**src/rtl/pc_sequencer_if.sv**
```systemverilog
// pc_sequencer_if
// Bundles the sequencer's control handshakes and strobes so that the
// controller and its environment connect through a single port.
//   slave  : the sequencer side (takes start/instr/acks, drives strobes)
//   master : the environment side (PC, IR, instruction memory, execute unit)
// Signals:
//   start, instr[7:0], imem_ack, zero_flag, exec_done       -> sequencer
//   imem_req, pc_en_direct_read, pc_inc, pc_en_write,
//   tgt_sel, ir_load, exec_start, halted, retired[15:0]      <- sequencer
interface pc_sequencer_if;
    logic        start;
    logic [7:0]  instr;
    logic        imem_ack;
    logic        zero_flag;
    logic        exec_done;
    logic        imem_req;
    logic        pc_en_direct_read;
    logic        pc_inc;
    logic        pc_en_write;
    logic        tgt_sel;
    logic        ir_load;
    logic        exec_start;
    logic        halted;
    logic [15:0] retired;

    modport master (
        output start, instr, imem_ack, zero_flag, exec_done,
        input  imem_req, pc_en_direct_read, pc_inc, pc_en_write,
               tgt_sel, ir_load, exec_start, halted, retired
    );

    modport slave (
        input  start, instr, imem_ack, zero_flag, exec_done,
        output imem_req, pc_en_direct_read, pc_inc, pc_en_write,
               tgt_sel, ir_load, exec_start, halted, retired
    );
endinterface

```
**src/rtl/pc_sequencer.sv**
```systemverilog
// pc_sequencer
// Fetch/execute controller owning the sequencing of the program counter.
// It fetches an instruction byte over a req/ack handshake, latches it into
// the IR while incrementing the PC, decodes the opcode, and then either
// starts the execute unit, loads the PC with a jump target, or halts.
// Ports:
//   clk   - system clock, all state changes on posedge
//   reset - synchronous, active-high; returns to IDLE with all strobes low
//   bus   - pc_sequencer_if.slave (start/instr/handshakes in, strobes out,
//           retired-instruction counter out)
// Every output is a register loaded together with the state, so each strobe
// is high for whole cycles and the negedge-clocked PC samples it once.
module pc_sequencer #(
    parameter int unsigned         ADDR_W   = 10,
    parameter int unsigned         OPC_W    = 4,
    parameter logic [OPC_W-1:0]    OPC_JMP  = 4'hE,
    parameter logic [OPC_W-1:0]    OPC_JMPZ = 4'hD,
    parameter logic [OPC_W-1:0]    OPC_HALT = 4'hF
) (
    input  logic           clk,
    input  logic           reset,
    pc_sequencer_if.slave  bus
);

    // The opcode occupies the top OPC_W bits of the byte; the PC width only
    // matters to the PC itself, but must be sane for the system to exist.
    if (ADDR_W < 1 || OPC_W < 1 || OPC_W > 7) begin : g_bad_params
        $error("pc_sequencer: unsupported ADDR_W/OPC_W");
    end

    typedef enum logic [2:0] {
        IDLE,
        FETCH,
        LOAD,
        DECODE,
        EXEC,
        JUMP,
        HALTED
    } state_t;

    state_t           state;
    logic [OPC_W-1:0] opc_q;
    logic             imem_req_q;
    logic             pc_en_direct_read_q;
    logic             pc_inc_q;
    logic             pc_en_write_q;
    logic             tgt_sel_q;
    logic             ir_load_q;
    logic             exec_start_q;
    logic             halted_q;
    logic [15:0]      retired_q;

    // Operand bits belong to the datapath; only the opcode is decoded here.
    logic unused_operand;
    assign unused_operand = ^bus.instr[7-OPC_W:0];

    function automatic logic [15:0] sat_inc(input logic [15:0] v);
        return (v == 16'hFFFF) ? v : v + 16'd1;
    endfunction

    always_ff @(posedge clk) begin
        if (reset) begin
            state               <= IDLE;
            opc_q               <= '0;
            imem_req_q          <= 1'b0;
            pc_en_direct_read_q <= 1'b0;
            pc_inc_q            <= 1'b0;
            pc_en_write_q       <= 1'b0;
            tgt_sel_q           <= 1'b0;
            ir_load_q           <= 1'b0;
            exec_start_q        <= 1'b0;
            halted_q            <= 1'b0;
            retired_q           <= '0;
        end else begin
            // Strobes default low; each branch raises the ones belonging to
            // the state being entered.
            imem_req_q          <= 1'b0;
            pc_en_direct_read_q <= 1'b0;
            pc_inc_q            <= 1'b0;
            pc_en_write_q       <= 1'b0;
            tgt_sel_q           <= 1'b0;
            ir_load_q           <= 1'b0;
            exec_start_q        <= 1'b0;
            halted_q            <= 1'b0;

            case (state)
                IDLE: begin
                    if (bus.start) begin
                        state               <= FETCH;
                        imem_req_q          <= 1'b1;
                        pc_en_direct_read_q <= 1'b1;
                    end
                end

                FETCH: begin
                    if (bus.imem_ack) begin
                        state     <= LOAD;
                        opc_q     <= bus.instr[7 -: OPC_W];
                        ir_load_q <= 1'b1;
                        pc_inc_q  <= 1'b1;
                    end else begin
                        imem_req_q          <= 1'b1;
                        pc_en_direct_read_q <= 1'b1;
                    end
                end

                LOAD: begin
                    state <= DECODE;
                end

                DECODE: begin
                    if (opc_q == OPC_HALT) begin
                        state     <= HALTED;
                        halted_q  <= 1'b1;
                        retired_q <= sat_inc(retired_q);
                    end else if (opc_q == OPC_JMP ||
                                 (opc_q == OPC_JMPZ && bus.zero_flag)) begin
                        state         <= JUMP;
                        tgt_sel_q     <= 1'b1;
                        pc_en_write_q <= 1'b1;
                    end else if (opc_q == OPC_JMPZ) begin
                        // Not-taken branch: the LOAD increment already
                        // advanced the PC, so fetch straight away.
                        state               <= FETCH;
                        imem_req_q          <= 1'b1;
                        pc_en_direct_read_q <= 1'b1;
                        retired_q           <= sat_inc(retired_q);
                    end else begin
                        state        <= EXEC;
                        exec_start_q <= 1'b1;
                    end
                end

                EXEC: begin
                    // exec_done may already be high in the exec_start cycle.
                    if (bus.exec_done) begin
                        state               <= FETCH;
                        imem_req_q          <= 1'b1;
                        pc_en_direct_read_q <= 1'b1;
                        retired_q           <= sat_inc(retired_q);
                    end
                end

                JUMP: begin
                    state               <= FETCH;
                    imem_req_q          <= 1'b1;
                    pc_en_direct_read_q <= 1'b1;
                    retired_q           <= sat_inc(retired_q);
                end

                HALTED: begin
                    // Resume fetching from wherever the PC was left.
                    if (bus.start) begin
                        state               <= FETCH;
                        imem_req_q          <= 1'b1;
                        pc_en_direct_read_q <= 1'b1;
                    end else begin
                        halted_q <= 1'b1;
                    end
                end

                default: begin
                    state <= IDLE;
                end
            endcase
        end
    end

    assign bus.imem_req          = imem_req_q;
    assign bus.pc_en_direct_read = pc_en_direct_read_q;
    assign bus.pc_inc            = pc_inc_q;
    assign bus.pc_en_write       = pc_en_write_q;
    assign bus.tgt_sel           = tgt_sel_q;
    assign bus.ir_load           = ir_load_q;
    assign bus.exec_start        = exec_start_q;
    assign bus.halted            = halted_q;
    assign bus.retired           = retired_q;

endmodule

```
**src/flat_wrapper.sv**
```systemverilog
// flat-port wrapper written by rule: the top's interface ports become plain ports
module pc_sequencer_flat 
#(
    parameter int unsigned         ADDR_W   = 10,
    parameter int unsigned         OPC_W    = 4,
    parameter logic [OPC_W-1:0]    OPC_JMP  = 4'hE,
    parameter logic [OPC_W-1:0]    OPC_JMPZ = 4'hD,
    parameter logic [OPC_W-1:0]    OPC_HALT = 4'hF
)
  (clk, reset, bus_start, bus_instr, bus_imem_ack, bus_zero_flag, bus_exec_done, bus_imem_req, bus_pc_en_direct_read, bus_pc_inc, bus_pc_en_write, bus_tgt_sel, bus_ir_load, bus_exec_start, bus_halted, bus_retired);
  pc_sequencer_if bus_i ();
  input  logic clk;
  input  logic reset;
  input wire logic [$bits(bus_i.start)-1:0] bus_start;
  input wire logic [$bits(bus_i.instr)-1:0] bus_instr;
  input wire logic [$bits(bus_i.imem_ack)-1:0] bus_imem_ack;
  input wire logic [$bits(bus_i.zero_flag)-1:0] bus_zero_flag;
  input wire logic [$bits(bus_i.exec_done)-1:0] bus_exec_done;
  output wire logic [$bits(bus_i.imem_req)-1:0] bus_imem_req;
  output wire logic [$bits(bus_i.pc_en_direct_read)-1:0] bus_pc_en_direct_read;
  output wire logic [$bits(bus_i.pc_inc)-1:0] bus_pc_inc;
  output wire logic [$bits(bus_i.pc_en_write)-1:0] bus_pc_en_write;
  output wire logic [$bits(bus_i.tgt_sel)-1:0] bus_tgt_sel;
  output wire logic [$bits(bus_i.ir_load)-1:0] bus_ir_load;
  output wire logic [$bits(bus_i.exec_start)-1:0] bus_exec_start;
  output wire logic [$bits(bus_i.halted)-1:0] bus_halted;
  output wire logic [$bits(bus_i.retired)-1:0] bus_retired;
  assign bus_i.start = bus_start;
  assign bus_i.instr = bus_instr;
  assign bus_i.imem_ack = bus_imem_ack;
  assign bus_i.zero_flag = bus_zero_flag;
  assign bus_i.exec_done = bus_exec_done;
  assign bus_imem_req = bus_i.imem_req;
  assign bus_pc_en_direct_read = bus_i.pc_en_direct_read;
  assign bus_pc_inc = bus_i.pc_inc;
  assign bus_pc_en_write = bus_i.pc_en_write;
  assign bus_tgt_sel = bus_i.tgt_sel;
  assign bus_ir_load = bus_i.ir_load;
  assign bus_exec_start = bus_i.exec_start;
  assign bus_halted = bus_i.halted;
  assign bus_retired = bus_i.retired;
  pc_sequencer #(.ADDR_W(ADDR_W), .OPC_W(OPC_W), .OPC_JMP(OPC_JMP), .OPC_JMPZ(OPC_JMPZ), .OPC_HALT(OPC_HALT)) u_core (.clk(clk), .reset(reset), .bus(bus_i));
endmodule
```
**config.mk**
```make
export PLATFORM = sky130hd
export DESIGN_NAME = pc_sequencer_flat
export DESIGN_NICKNAME = d
export VERILOG_FILES = /design/src/rtl/pc_sequencer_if.sv /design/src/rtl/pc_sequencer.sv /design/src/flat_wrapper.sv
export SDC_FILE = /design/constraint.sdc
export NUM_CORES = 1
export LEC_CHECK = 0
export CAP_MARGIN = 0
export CORE_UTILIZATION = 51
export CTS_CLUSTER_SIZE = 40
export DETAILED_ROUTE_END_ITERATION = 10
export GPL_TIMING_DRIVEN = 0
export HOLD_SLACK_MARGIN = 0.05
export MAX_ROUTING_LAYER = met4
export PLACE_DENSITY = 0.88
export RECOVER_POWER = 25
export SLEW_MARGIN = 10
export SYNTH_ARGS = -nofsm -noshare
export SYNTH_HDL_FRONTEND = slang
export SYNTH_SLANG_ARGS = --single-unit
export TNS_END_PERCENT = 100
```
**constraint.sdc**
```tcl
create_clock -name clk -period 3.7 [get_ports clk]
set_input_delay 0.37 -clock clk [delete_from_list [all_inputs] [get_ports clk]]
set_output_delay 0.37 -clock clk [all_outputs]
set_load 0.03 [all_outputs]
```
After elaboration in Yosys (flattened, before gate mapping)
Index checks and enable logic that the tools add are counted.
Word-level totals
  register bits: 28
  input bits: 14
  word-level logic and storage cells: 63
Operators by class
  $add $sub $neg: 1
  equal/unequal tests: 15
  mux-type cells: 26
  bitwise operators: 2
  reductions and logical operators: 11
Operator list (count)
  $mux 16: 5
  $pmux 16 s3: 1
  $mux 3: 6
  $pmux 3 s6: 1
  $add 16x1->16 const B: 1
  $eq 16x16->1 const B: 1
  $eq 4x4->1 const B: 3
  $mux 1: 11
  $eq 3x3->1 const B: 3
  $eq 3x2->1 const B: 2
  $pmux 1 s5: 1
  $ne 2x2->1 const B: 2
  $reduce_and 4->1: 1
  $reduce_or 2->1: 2
  $reduce_or 4->1: 1
  $eq 3x1->1 const B: 1
  $logic_not 3->1: 1
  $ne 3x1->1 const B: 1
  $ne 3x2->1 const B: 1
  $reduce_and 3->1: 1
  $reduce_bool 3->1: 1
  $reduce_or 3->1: 1
  $ne 2x1->1 const B: 1
  $not 1->1: 2
  4 further kinds: 4

Depth between registers and ports, before layout
  depth in word-level cells: 6
  mapped depth: 7

Worst setup path after synthesis
OpenSTA, ideal clock, no wires.
  path type: register to register
  start point: register u_core.retired_q[0], in the netlist u_core.bus.retired[0]
  end point: register u_core.retired_q[1], in the netlist u_core.bus.retired[1]
  library setup time: 0.128 ns
  arrival time: 1.950 ns
  required time: 3.572 ns
  path slack: 1.622 ns
  cell stages (with the launch flop): 7
  cells stage by stage: dfxtp_1 > ha_1 > nand2_1 > or4_1 > o21ai_2 > mux2i_1 > nor2_1
On the way
  longest elaborated chain between the ends: 6
RTL lines
  start, declared: RTL line pc_sequencer.sv:51  | logic [15:0] retired_q;
  start signal, assigned: RTL line pc_sequencer.sv:115  | retired_q <= sat_inc(retired_q);
  start signal, assigned: RTL line pc_sequencer.sv:127  | retired_q <= sat_inc(retired_q);
  start signal, assigned: RTL line pc_sequencer.sv:140  | retired_q <= sat_inc(retired_q);
  $add 16x1->16 or $eq 16x16->1 (tied branches): RTL line pc_sequencer.sv:58  | return (v == 16'hFFFF) ? v : v + 16'd1;
  $mux 16 (*): RTL line pc_sequencer.sv:58
  $mux 16: RTL line pc_sequencer.sv:121  | end else if (opc_q == OPC_JMPZ) begin
  $mux 16: RTL line pc_sequencer.sv:116  | end else if (opc_q == OPC_JMP ||
  $mux 16: RTL line pc_sequencer.sv:112  | if (opc_q == OPC_HALT) begin
  $pmux 16 s3 (*): RTL line pc_sequencer.sv:86  | case (state)
Every way passes the cells marked *; elsewhere a longest branch is shown, timed or not. The select of a mux whose other input is x is not followed.
A chain may end at the register's enable or synchronous reset.

Worst setup path in the final report
  start point: register u_core.retired_q[0], in the netlist u_core.bus.retired[0]
  end point: register u_core.retired_q[3], in the netlist u_core.bus.retired[3]
The elaborated chain is that of the path after synthesis.

==> reports/qor.yml <==
synthesis:
  yosys_warnings: 0
  synthDistinctLibCells: 39
  synth_edf_count: 0
  syn_avg_cell_area_sq_um: 8.61
  seq_area_frac_synth_pct: 39.0
  async_reset_ff_share_pct: 0
  synth-seq-cells: 28
  synthTopCellsByArea: "dfxtp_1 39%, nor2_1 7.0%, xnor2_1 6.1%, mux2i_1 4.9%, a21oi_1 2.8%"
  syn-cell-area_sq_um: 1440
  synthCells: 167
  synth_top_area_share_pct: 39.0
  syn_nets: 182
  synth_top_area_cell: "dfxtp_1"
  synth_top_flop_cell: "dfxtp_1"
setup_path:
  startpoint_type: "flip-flop"
  cp_data_required_time_ns: 3.91
  critPathMaxStageDelay_ns: 0.81
  worstReg2RegEnd: "u_core.bus.retired[3]"
  crit_chain: "ha_1, nand2_1, nor4_1, a211oi_1, xnor2_1, nor2_1"
  rr_startpoint: "u_core.bus.retired[0]"
  r2r_slack_ns: 1.51
  crit_arrival_ns: 2.41
  worstSetupPathType: "flip-flop to flip-flop"
  endpoint_kind: "flip-flop"
  crit_fanout: 5
  r2r_cells: 6
  crit_slowest_cell: "nor4_1"
outcome:
  status: "finished, final reports clean"
sta:
  grt_setup_unrepaired: "false"
  slew_headroom_pct: 38.9
  fin_crit_sh_pct: 59.3
  tns_ns: 0
  maxSlewViolCount: 0
  clock_skew_ns: 0.0109
  finalHoldViolCount: 0
  setup_viol: 0
  worst_pin_slew_ns: 0.907
  max_freq_mhz: 456
  layout_min_cycle_time_ns: 2.19
final_layout:
  regArea_sq_um: 561
  final_cell_mix: "30 x clkdlybuf4s50_1, 28 x dfxtp_1, 27 x nor2_1"
  layout_commonest_cell: "clkdlybuf4s50_1"
  area_delta_synth_final_pct: 28.5
  nFillCells: 198
  diodes: 0
  drive_above_1_share_pct: 8.37
  fin_nets: 219
  multi_input_area_sq_um: 801
  design_area_sq_um: 1850
power_and_ir_drop:
  switching_share_pct: 22.5
  power_density_nw_per_um2: 314
  p_int_uw: 449
  combPwrFrac_pct: 12.2
  ir_drop_uv: 236
  p_leak_nw: 0.595
  p_seq_share_pct: 53.9
  clockPowerShare_pct: 33.9
  switching_power_uw: 131
cts:
  cts_setup_buffers: 0
  hold_buffers: 0
  cts_buffers: 3
  ctsHtreeMaxLevel: 1
  ctsResizeCount: 0
  cts_max_path_buffers: 2
  cts-root-buf: "clkbuf_4"
  clk-insertion-delay-late_ns: 0.33
  cts_tree: "yes"
  clk_pin_slew_ns: 0.15
  clock-sinks: 28
grt:
  grt_pass1_wl_mm: 5.18
  overflow: 0
  antenna_found_initial: 0
  grt_util_all_layers_pct: 23.9
  grt_max_degree: 17
  grt_pass1_vias: 1247
route:
  drtPass1Iterations: 5
  drc: 0
  initialDrtViolationCount: 44
  routed_via_density: 5.89
  ant_nets: 0
  wire_per_inst_microns: 13.4
  dr_total_vias: 1373
  wirelength_mm: 3.12
placed_design:
  io_buffers: 32
  placed_cell_area_sq_um: 1800
  gp_congestion: 0.912
  dp_hpwl_mm: 2.27
die:
  io_pins: 38
  dieArea_sq_um: 3040
  start_util_pct: 56.0
  die_width_microns: 55.1
  die_h_microns: 55.1
  coreArea_sq_um: 2570
  rows: 18
hold_path:
  whs_path_depth: 2
  hold_start: "reset"
  hp-class: "input port to flip-flop"
  whs_endpoint: "u_core.bus.ir_load"
job:
  drv_cap: 0
==> power by group through the flow <==
stage,sequential (mW),clock (mW),combinational [mW]
finish,0.313,0.197,0.0705
global route,0.314,0.212,0.0783
CTS,0.313,0.200,0.0702
detailed placement,0.319,0,0.0697
global placement,0.319,0,0.0681
floorplan,0.322,0,0.0423
==> critical path: cells and delay by family (launching register included) <==
| family | cells | cell delay, ns |
|---|---|---|
| AOI/OAI and AO/OA | 1 | 0.24 |
| xor gates and xnor gates | 1 | 0.18 |
| adders and majority gates | 1 | 0.24 |
| DFF | 1 | 0.44 |
| and+or+nand+nor | 3 | 0.98 |
==> state kept, by name, summed over array words and instances, names as in the netlist <==
name                    flops
u_core.opc_q                4
u_core.bus.ir_load          1
u_core.bus.pc_en_write      1
u_core.bus.exec_start       1
u_core.bus.halted           1
u_core.bus.retired         16
u_core.state                3
u_core.bus.imem_req         1
==> worst max path at each step <==
stage                                      from                     to
after floorplan           u_core.bus.retired[0]  u_core.bus.retired[1]
after global placement            bus_zero_flag  u_core.bus.retired[5]
after detailed placement          bus_zero_flag  u_core.bus.retired[5]
after CTS                 u_core.bus.retired[0]  u_core.bus.retired[3]
after global routing      u_core.bus.retired[0]  u_core.bus.retired[3]
final                     u_core.bus.retired[0]  u_core.bus.retired[3]
==> per-layer routing <==
layer	track usage [%]	part of all wire, %
met1	28.4	44
met2	40.6	48
met3	3.28	7.1
met4	9.58	1.4
met5	-	0
==> through the flow <==
stage                     utilization [%]  power, mW  instances  hold slack (ns)  worst slack (ns)
after detailed placement             69.9      0.389        229            0.498              1.46
after floorplan                         -      0.365        167            0.509              1.62
final                                72.0      0.580        233            0.469              1.51
after global placement               69.9      0.387        229            0.489              1.52
after global routing                 72.0      0.604        233            0.459              1.37
after CTS                            72.0      0.583        233            0.448              1.58
==> synthesized netlist by cell type, types with 3 or more instances <==
library cell and n:
dfxtp_1 28, nor2_1 27, nand2_1 10, xnor2_1 10, a21oi_1 8, nor3_1 8
clkbuf_1 7, mux2i_1 7, nand3_1 5, nand4_1 5, a211oi_1 4, buf_4 4
nor4_1 4, xor2_1 4, nor2b_1 3, o31ai_1 3, or4_1 3
==> cells by family after synthesis <==
kind of cell,share of synthesized area [%]
simple gates,28.7
flops,39.0
compound gates,12.7
xor+xnor,8.53
buf+inv,5.31
mux,4.87
fa+ha+maj,0.870
==> layout make-up <==
class	count	share of cell area, %
Buffer	13	3.93
Clock buffer	3	1.22
Clock inverter	1	1.62
Inverter	1	0.203
Multi-Input combinational cell	125	43.3
Sequential cell	28	30.3
Tap cell	30	2.03
Timing Repair Buffer	32	17.3
Note: power is estimated with default switching activity, not from simulation.
